File: config.mk
export PLATFORM = sky130hd
export DESIGN_NAME = r2fft_output_unloader
export DESIGN_NICKNAME = d
export VERILOG_FILES = /design/src/rtl/r2fft_pkg.sv /design/src/rtl/r2fft_skid_fifo.sv /design/src/rtl/r2fft_output_unloader.sv
export SDC_FILE = /design/constraint.sdc
export NUM_CORES = 1
export LEC_CHECK = 0
export CAP_MARGIN = 20
export CELL_PAD_IN_SITES_DETAIL_PLACEMENT = 1
export CELL_PAD_IN_SITES_GLOBAL_PLACEMENT = 1
export CORE_ASPECT_RATIO = 0.6
export CORE_MARGIN = 4
export CORE_UTILIZATION = 50
export CTS_CLUSTER_DIAMETER = 150
export DETAILED_ROUTE_END_ITERATION = 12
export DONT_BUFFER_PORTS = 1
export PLACE_DENSITY = 0.86
export SETUP_SLACK_MARGIN = 0.5
export SLEW_MARGIN = 20
export SYNTH_ARGS = -nofsm -noshare
export SYNTH_HDL_FRONTEND = slang
export SYNTH_SLANG_ARGS = --single-unit
File: constraint.sdc
create_clock -name clk -period 2.8 [get_ports clk]
set_clock_uncertainty 0.15 [all_clocks]
set_input_delay 0.42 -clock clk [delete_from_list [all_inputs] [get_ports clk]]
set_output_delay 0.42 -clock clk [all_outputs]
set_load 0.05 [all_outputs]
File: src/rtl/r2fft_pkg.sv
// Shared types and helpers for the radix-2 FFT output path: FSM state encoding,
// complex sample layout and the address bit-reversal used to undo in-place ordering.
package r2fft_pkg;

    localparam int SAMPLE_DW = 16;

    typedef enum logic [1:0] {
        IDLE  = 2'd0,
        RUN   = 2'd1,
        DRAIN = 2'd2
    } state_t;

    typedef struct packed {
        logic [SAMPLE_DW-1:0] re;
        logic [SAMPLE_DW-1:0] im;
    } sample_t;

    // Reverses the low 'width' bits of v; bits at and above 'width' come back zero.
    function automatic logic [31:0] bitrev(input logic [31:0] v, input int width);
        logic [31:0] r;
        r = '0;
        for (int i = 0; i < 32; i++) begin
            if (i < width) begin
                r = r | (((v >> i) & 32'd1) << (width - 1 - i));
            end
        end
        return r;
    endfunction

endpackage

File: src/rtl/r2fft_skid_fifo.sv
// Two-entry FIFO for {index, data} words; a push into an empty FIFO falls through to the head.
// Latency: 0 cycles push-to-head when empty, otherwise in order behind the stored entries.
// Backpressure: pop is taken only while head_vld; the producer must never push into a full FIFO.
module r2fft_skid_fifo #(
    parameter int W = 8
) (
    input  logic         clk,
    input  logic         rst,
    input  logic         push,
    input  logic [W-1:0] push_dat,
    input  logic         pop,
    output logic [1:0]   count,
    output logic         head_vld,
    output logic [W-1:0] head_dat
);

    logic [W-1:0] mem0;
    logic [W-1:0] mem1;

    assign head_vld = (count != 2'd0) || push;

    always_comb begin
        head_dat = '0;
        if (count != 2'd0) begin
            head_dat = mem0;
        end else if (push) begin
            head_dat = push_dat;
        end
    end

    // A push popped in the same cycle while empty is consumed straight through and never stored.
    always_ff @(posedge clk or negedge rst) begin
        if (!rst) begin
            count <= 2'd0;
            mem0  <= '0;
            mem1  <= '0;
        end else begin
            if (pop && (count != 2'd0)) begin
                if (count == 2'd2) begin
                    mem0 <= mem1;
                    if (push) begin
                        mem1 <= push_dat;
                    end
                end else if (push) begin
                    mem0 <= push_dat;
                end
                count <= count - 2'd1 + {1'b0, push};
            end else if (push && !pop) begin
                if (count == 2'd0) begin
                    mem0 <= push_dat;
                end else begin
                    mem1 <= push_dat;
                end
                count <= count + 2'd1;
            end
        end
    end

endmodule

File: src/rtl/r2fft_output_unloader.sv
// Streams a finished FFT frame out of the result RAM in natural order; R2FFT_UNLOAD_BITREV_EN selects bit-reversed RAM addressing.
// Latency: first read the cycle after start, first beat one cycle later; N+2 cycles start-to-done at full rate.
// Backpressure: reads are credit-limited to the 2-entry skid FIFO, counting the read still in flight.
module r2fft_output_unloader
    import r2fft_pkg::*;
#(
    parameter int BIT_WIDTH  = 10,
    parameter int DATA_WIDTH = 16
) (
    input  logic                    clk,
    input  logic                    rst,
    input  logic                    start,
    output logic                    busy,
    output logic                    ram_rd_en,
    output logic [BIT_WIDTH-1:0]    ram_rd_addr,
    input  logic [2*DATA_WIDTH-1:0] ram_rd_data,
    output logic                    m_valid,
    input  logic                    m_ready,
    output logic [2*DATA_WIDTH-1:0] m_data,
    output logic [BIT_WIDTH-1:0]    m_index,
    output logic                    m_last,
    output logic                    done
);

    localparam int EW = BIT_WIDTH + 2*DATA_WIDTH;
    localparam logic [BIT_WIDTH-1:0] LAST_IDX = '1;

    state_t               state;
    logic [BIT_WIDTH-1:0] rd_cnt;
    logic [BIT_WIDTH-1:0] rd_addr;
    logic [BIT_WIDTH-1:0] inflight_idx;
    logic                 inflight;
    logic                 rd_fire;
    logic                 hs;
    logic                 last_hs;
    logic [1:0]           fifo_count;
    logic                 head_vld;
    logic [EW-1:0]        head;

    // Credit covers both stored entries and the read whose data returns next cycle.
    assign rd_fire = (state == RUN) && ((fifo_count + {1'b0, inflight}) < 2'd2);

`ifdef R2FFT_UNLOAD_BITREV_EN
    assign rd_addr = BIT_WIDTH'(bitrev(32'(rd_cnt), BIT_WIDTH));
`else
    assign rd_addr = rd_cnt;
`endif

    assign ram_rd_en   = rd_fire;
    assign ram_rd_addr = rd_fire ? rd_addr : '0;

    r2fft_skid_fifo #(
        .W (EW)
    ) u_fifo (
        .clk      (clk),
        .rst      (rst),
        .push     (inflight),
        .push_dat ({inflight_idx, ram_rd_data}),
        .pop      (hs),
        .count    (fifo_count),
        .head_vld (head_vld),
        .head_dat (head)
    );

    assign m_valid            = head_vld;
    assign {m_index, m_data}  = head;
    assign m_last             = head_vld && (m_index == LAST_IDX);
    assign hs                 = m_valid && m_ready;
    assign last_hs            = hs && m_last;
    assign busy               = (state != IDLE);

    always_ff @(posedge clk or negedge rst) begin
        if (!rst) begin
            state        <= IDLE;
            rd_cnt       <= '0;
            inflight     <= 1'b0;
            inflight_idx <= '0;
            done         <= 1'b0;
        end else begin
            inflight     <= rd_fire;
            inflight_idx <= rd_cnt;
            done         <= last_hs && (state == DRAIN);
            unique case (state)
                IDLE: begin
                    if (start) begin
                        state  <= RUN;
                        rd_cnt <= '0;
                    end
                end
                RUN: begin
                    // The counter parks at N-1 so it never wraps inside a frame.
                    if (rd_fire) begin
                        if (rd_cnt == LAST_IDX) begin
                            state <= DRAIN;
                        end else begin
                            rd_cnt <= rd_cnt + BIT_WIDTH'(1);
                        end
                    end
                end
                DRAIN: begin
                    if (last_hs) begin
                        state <= IDLE;
                    end
                end
                default: state <= IDLE;
            endcase
        end
    end

endmodule

==> flow_metrics.py, run 1 <==
metrics = {
    "layout": {
        "drive_above_1_share_pct": 38.68,
        "final_nets": 566,
        "syn_to_final_growth_pct": 32.47,
        "num_antenna_cells": 0,
    },
    "floorplan": {
        "die_h_um": 87.83,
        "rows": 28,
        "start_util_pct": 52.63,
        "die_w_um": 141.0,
        "io_pins": 93,
        "core_um2": 10090,
        "dieArea_um2": 12390,
    },
    "global_route": {
        "grt_pass1_vias": 4467,
        "grt_max_degree": 111,
        "grt_use_total_pct": 27.76,
        "antenna_found_initial": 0,
        "overflow": 0,
        "grt_first_pass_wirelength_um": 26320,
    },
    "placement": {
        "place.gp.congestion": 0.8346,
        "port_buffers": 0,
        "hpwl_um": 9545,
    },
    "logic_synthesis": {
        "synthCells": 483,
        "synth.distinct_cells": 44,
        "synth_fp_nets": 524,
        "yosysWarningCount": 0,
        "synth_edf_count": 0,
        "synth_flop_cell": "dfrtp_1",
        "syn_avg_cell_area_um2": 10.99,
        "ys_seq_elements": 110,
        "netlist_area_um2": 5310,
        "ys_seq_area_share_pct": 51.84,
        "synthArstFlopShare_pct": 100.0,
    },
    "route": {
        "drtPass1Iterations": 5,
        "drtIter0Drc": 388,
        "wl_per_cell_um": 31.53,
        "drtAntennaViolNets": 0,
        "vias": 4445,
        "routed_wl_um": 20970,
        "viasPerCell": 6.684,
        "drcViolationCount": 0,
    },
    "setup_path": {
        "crit_type": "reg -> out",
        "end_kind": "output pin",
        "cp.required_ps": 2230,
        "crit_arrival_ps": 2000,
        "worstSetupStartpointType": "flip-flop",
        "critPathMaxFanout": 11,
    },
    "cts": {
        "clock_path_buffers": 2,
        "cts_root_buf": "clkbuf_16",
        "cts_tree": "yes",
        "cts.sinks": 110,
        "htreeDepth": 3,
        "path_clk_slew_ps": 80,
        "numCtsBuffers": 9,
        "clock_latency_ps": 360,
    },
    "sta": {
        "slew_violations": 0,
        "holdWs_ps": -399.3,
        "finalCritPeriodShare_pct": 91.75,
        "maxClockFrequency_ghz": 0.3893,
        "max_slew_margin_pct": 59.78,
        "finalSetupTns_ps": 0,
        "hold_violations": 110,
        "fin_crit_ps": 2569,
        "rsz0062_at_grt": "true",
        "tightest_slew_ps": 600.6,
        "finalSetupViolCount": 0,
    },
    "status": {
        "status": "finished with violations",
        "violations": "negative hold slack",
    },
    "min_path": {
        "hold_path.class": "in -> async",
    },
    "run": {
        "cap_violations": 0,
    },
}
-- worst max-delay path, stage by stage (launching register included) --
cell and delay [ps]:
dfrtp_1 410, buf_6 220, clkinvlp_4 190, nor2_4 160
buf_12 160, buf_12 140, nand2_2 70, o21ai_2 120
buf_12 170
-- final timing paths --
kind / slack (ps) / start / cells after the start / to
max: 230 / inflight / 8 / m_index[9]
min: -400 / rst / 0 / u_fifo.mem1[5]
max reg2reg: 340 / u_fifo.count[1] / 11 / u_fifo.mem0[7]
min reg2reg: 350 / u_fifo.mem1[5] / 1 / u_fifo.mem1[5]
max in group asynchronous: 2730 / rst / 0 / u_fifo.mem0[20]
min in group clk: 20 / m_ready / 1 / u_fifo.count[0]
-- layout make-up --
cell class | count | area (um^2)
inverter | 18 | 83.83
multi-input combinational | 321 | 2884
sequential | 110 | 2755
clock inverter | 7 | 56.30
tap | 135 | 168.9
fill | 970 | 3055
clock buffer | 9 | 225.2
timing repair buffer | 65 | 860.8
-- Yosys cell counts (2+ instances only) --
library cell / instances / area, um^2
a211oi_1: 2 / 15.01
a21oi_1: 8 / 40.04
a22o_1: 32 / 280.3
and3_1: 10 / 62.56
and4_1: 3 / 26.28
buf_2: 19 / 95.09
buf_6: 2 / 22.52
clkbuf_1: 12 / 45.04
dfrtp_1: 110 / 2753
ha_1: 5 / 62.56
inv_1: 18 / 67.56
mux2_2: 42 / 473.0
mux2i_1: 44 / 440.4
nand2_1: 57 / 214.0
nand2b_1: 4 / 25.02
nand3_1: 12 / 60.06
nor2_1: 12 / 45.04
nor2b_1: 2 / 12.51
nor4_1: 2 / 12.51
o21ai_0: 51 / 255.2
o21ai_1: 2 / 10.01
o31ai_1: 7 / 52.55
or4_1: 5 / 37.54
xor2_1: 2 / 17.52
-- cell families (layout without fill, tap and decap cells) --
logic type      count (synthesis)  count (layout)  synth area share, %
simple gates                  115             115                10.77
compound gates                111             111                13.74
flops                         110             110                51.84
mux                            86              86                17.20
buf+inv                        52              99                4.477
fa+ha+maj                       5               5                1.178
xor+xnor                        4               4               0.8013
-- flip-flops by register name, summed over array words and instances, names as in the netlist --
signal,count
u_fifo.mem1,42
inflight,1
u_fifo.mem0,42
u_fifo.count,2
rd_addr,10
inflight_idx,10
done,1
state,2
-- per-stage QoR --
step                setup slack [ps]  std cells  util [%]  instance area, um^2  hold WS, ps
detailed placement             284.3        604     57.51                 5803       -23.67
floorplan                      479.4        483         -                 5522       -25.59
global route                   197.4        665     69.72                 7034       -409.9
global placement               357.4        604     57.51                 5803       -23.36
CTS                            307.2        638     64.89                 6548       -402.5
finish                         231.0        665     69.72                 7034       -399.3
-- per-layer routing --
layer / track usage (%) / share of wire [%]
met5: 0 / 0
met4: 8.531 / 4.2
met3: 6.874 / 8.1
met2: 47.92 / 48
met1: 35.16 / 40
-- cells in the final DEF, fill, tap and decap left out, drive strengths merged, types with 2 or more instances in the layout --
master / count
inv: 18
dfrtp: 110
and3: 10
a211oi: 2
nor2b: 2
clkinvlp: 4
nor4: 2
o31ai: 7
nand2: 57
nor3b: 2
nand2b: 4
o21ai: 53
mux2i: 44
xor2: 2
clkinv: 3
a21oi: 9
clkbuf: 14
nor2: 12
a22o: 32
xnor2: 2
ha: 5
mux2: 42
nand3: 12
and4: 4
or4: 5
buf: 60
-- repair_timing --
action,4_1_cts,5_1_grt
cloned,1,7
resized for setup,62,52
pin swaps,7,17
buffers inserted,17,20
setup endpoints to repair,123,138
endpoints found under the hold margin,110,110
Power of run 1 is left out: the tool's default activity adds up to more than one toggle a clock period on the data nets, which glitch-free logic cannot reach.
==> run 2: changes to the inputs <==
--- a/config.mk
+++ b/config.mk
@@ -9,12 +9,13 @@
 export CELL_PAD_IN_SITES_DETAIL_PLACEMENT = 1
 export CELL_PAD_IN_SITES_GLOBAL_PLACEMENT = 1
 export CORE_ASPECT_RATIO = 0.6
-export CORE_MARGIN = 4
+export CORE_MARGIN = 2
 export CORE_UTILIZATION = 50
 export CTS_CLUSTER_DIAMETER = 150
 export DETAILED_ROUTE_END_ITERATION = 12
 export DONT_BUFFER_PORTS = 1
 export PLACE_DENSITY = 0.86
+export RECOVER_POWER = 25
 export SETUP_SLACK_MARGIN = 0.5
 export SLEW_MARGIN = 20
 export SYNTH_ARGS = -nofsm -noshare
==> flow_metrics.py, run 2 (synthesis gave the netlist of run 1 again) <==
metrics = {
    "route": {
        "met1Wirelength_um": 7522,
        "wl_met3_um": 928,
        "drtPass1Iterations": 4,
        "wl_met2_um": 8218,
        "drtAntennaViolNets": 0,
        "vias": 4163,
        "wl_per_cell_um": 26.24,
        "routed_wl_um": 17130,
        "highest_layer": "met4",
        "viasPerCell": 6.375,
        "drcViolationCount": 0,
        "drtIter0Drc": 290,
    },
    "floorplan": {
        "start_util_pct": 50.81,
        "core_um2": 10450,
        "io_pins": 93,
        "die_w_um": 137.0,
        "rows": 29,
        "dieArea_um2": 11490,
        "die_h_um": 83.83,
    },
    "cts": {
        "clock_latency_ps": 360,
        "htreeDepth": 3,
        "cts_root_buf": "clkbuf_16",
        "clock_path_buffers": 2,
        "ctsHoldBuffers": 1,
        "cts.sinks": 110,
        "numCtsBuffers": 9,
        "cts_tree": "yes",
        "path_clk_slew_ps": 90,
    },
    "layout": {
        "final_nets": 550,
        "num_antenna_cells": 0,
        "largestRegisters": "u_fifo.mem0 (42), u_fifo.mem1 (42)",
        "nFillCells": 992,
        "syn_to_final_growth_pct": 28.58,
        "final_common_cell": "dfrtp_1",
        "layout_common_cells": "108 x dfrtp_1, 54 x nand2_1, 44 x mux2i_1, 43 x o21ai_0, 42 x mux2_2",
        "drive_above_1_share_pct": 36.58,
    },
    "global_route": {
        "grt_pass1_vias": 4330,
        "grt_use_total_pct": 27.46,
        "grt_first_pass_wirelength_um": 24140,
        "grt_max_degree": 111,
        "antenna_found_initial": 0,
        "overflow": 0,
    },
    "sta": {
        "finalCritPeriodShare_pct": 90.62,
        "max_slew_margin_pct": 60.11,
        "fin_crit_ps": 2537,
        "tightest_slew_ps": 598.3,
        "rsz0062_at_grt": "true",
        "holdWs_ps": -395.1,
        "maxClockFrequency_ghz": 0.3941,
        "finalSetupViolCount": 0,
        "finalSetupTns_ps": 0,
        "hold_violations": 110,
        "slew_violations": 0,
    },
    "status": {
        "violations": "negative hold slack",
        "status": "finished with violations",
    },
    "setup_path": {
        "end_kind": "output pin",
        "worstSetupStartpointType": "flip-flop",
        "cp.required_ps": 2230,
        "crit_type": "reg -> out",
        "critPathMaxFanout": 8,
        "crit_arrival_ps": 1970,
    },
    "min_path": {
        "hold_path.class": "in -> async",
    },
    "placement": {
        "place.gp.congestion": 0.8125,
        "port_buffers": 0,
        "hpwl_um": 9158,
    },
    "run": {
        "cap_violations": 0,
    },
}
run 2: cell types whose count changed in the layout (fill, tap and decap cells not counted), sizes merged:
cell / delta
buf: -15
bufinv: +1
clkbuf: -1
clkinv: -1
clkinvlp: -1
dlygate4sd3: +1
run 2: final timing paths:
path                            startpoint         endpoint  slack [ps]  depth (start not counted)
hold / removal                         rst   u_fifo.mem1[5]        -400                          0
hold reg to reg                 rd_addr[5]  inflight_idx[5]         340                          0
setup reg to reg           u_fifo.count[1]  u_fifo.mem0[40]         460                          8
setup / recovery           u_fifo.count[0]           m_last         260                          6
max in group asynchronous              rst  u_fifo.mem0[32]        2700                          0
min in group clk            ram_rd_data[5]   u_fifo.mem1[5]          60                          1
run 2: critical path, cell delays in order, from the launching register on:
cell      delay [ps]
dfrtp_2          420
inv_4             60
ha_4             190
nand2b_1         230
nor4_4           250
o22ai_2          160
nor2_4           300
run 2: layer usage:
metal / up-vias / global-route usage, %
met5: - / 0
met4: 0 / 8.997
met3: 42 / 6.072
met2: 143 / 43.19
met1: 2192 / 37.90
li1: 1786 / -
run 2: metrics by stage:
| step | area (um^2) | util (%) | hold slack (ps) | instances | setup slack, ps |
|---|---|---|---|---|---|
| finish | 6828 | 65.34 | -395.1 | 653 | 262.6 |
| floorplan | 5522 | - | -25.59 | 483 | 479.4 |
| global placement | 5828 | 55.77 | -23.82 | 609 | 343.6 |
| global route | 6828 | 65.34 | -409.8 | 653 | 204.1 |
| detailed placement | 5828 | 55.77 | -24.00 | 609 | 178.7 |
| CTS | 6464 | 61.85 | -401.3 | 639 | 316.8 |
run 2: final cells by class:
class	instances	area, um^2	share of cell area, %
clock buffers	10	239.0	3.500
clock inverters	6	68.82	1.008
inverters	18	77.57	1.136
multi-input cells	321	2856	41.84
flip-flops and latches	110	2755	40.35
well taps	139	173.9	2.547
repair buffers	49	656.9	9.621
run 2: what timing repair did:
| action | in CTS | in global routing |
|---|---|---|
| setup buffers | 13 | 10 |
| gates resized for setup | 50 | 31 |
| endpoints found under the hold margin | 111 | 110 |
| endpoints found under the setup margin | 135 | 82 |
| gates cloned | 0 | 4 |
| pin swaps | 4 | 10 |
Power of run 2 is left out for the same reason.
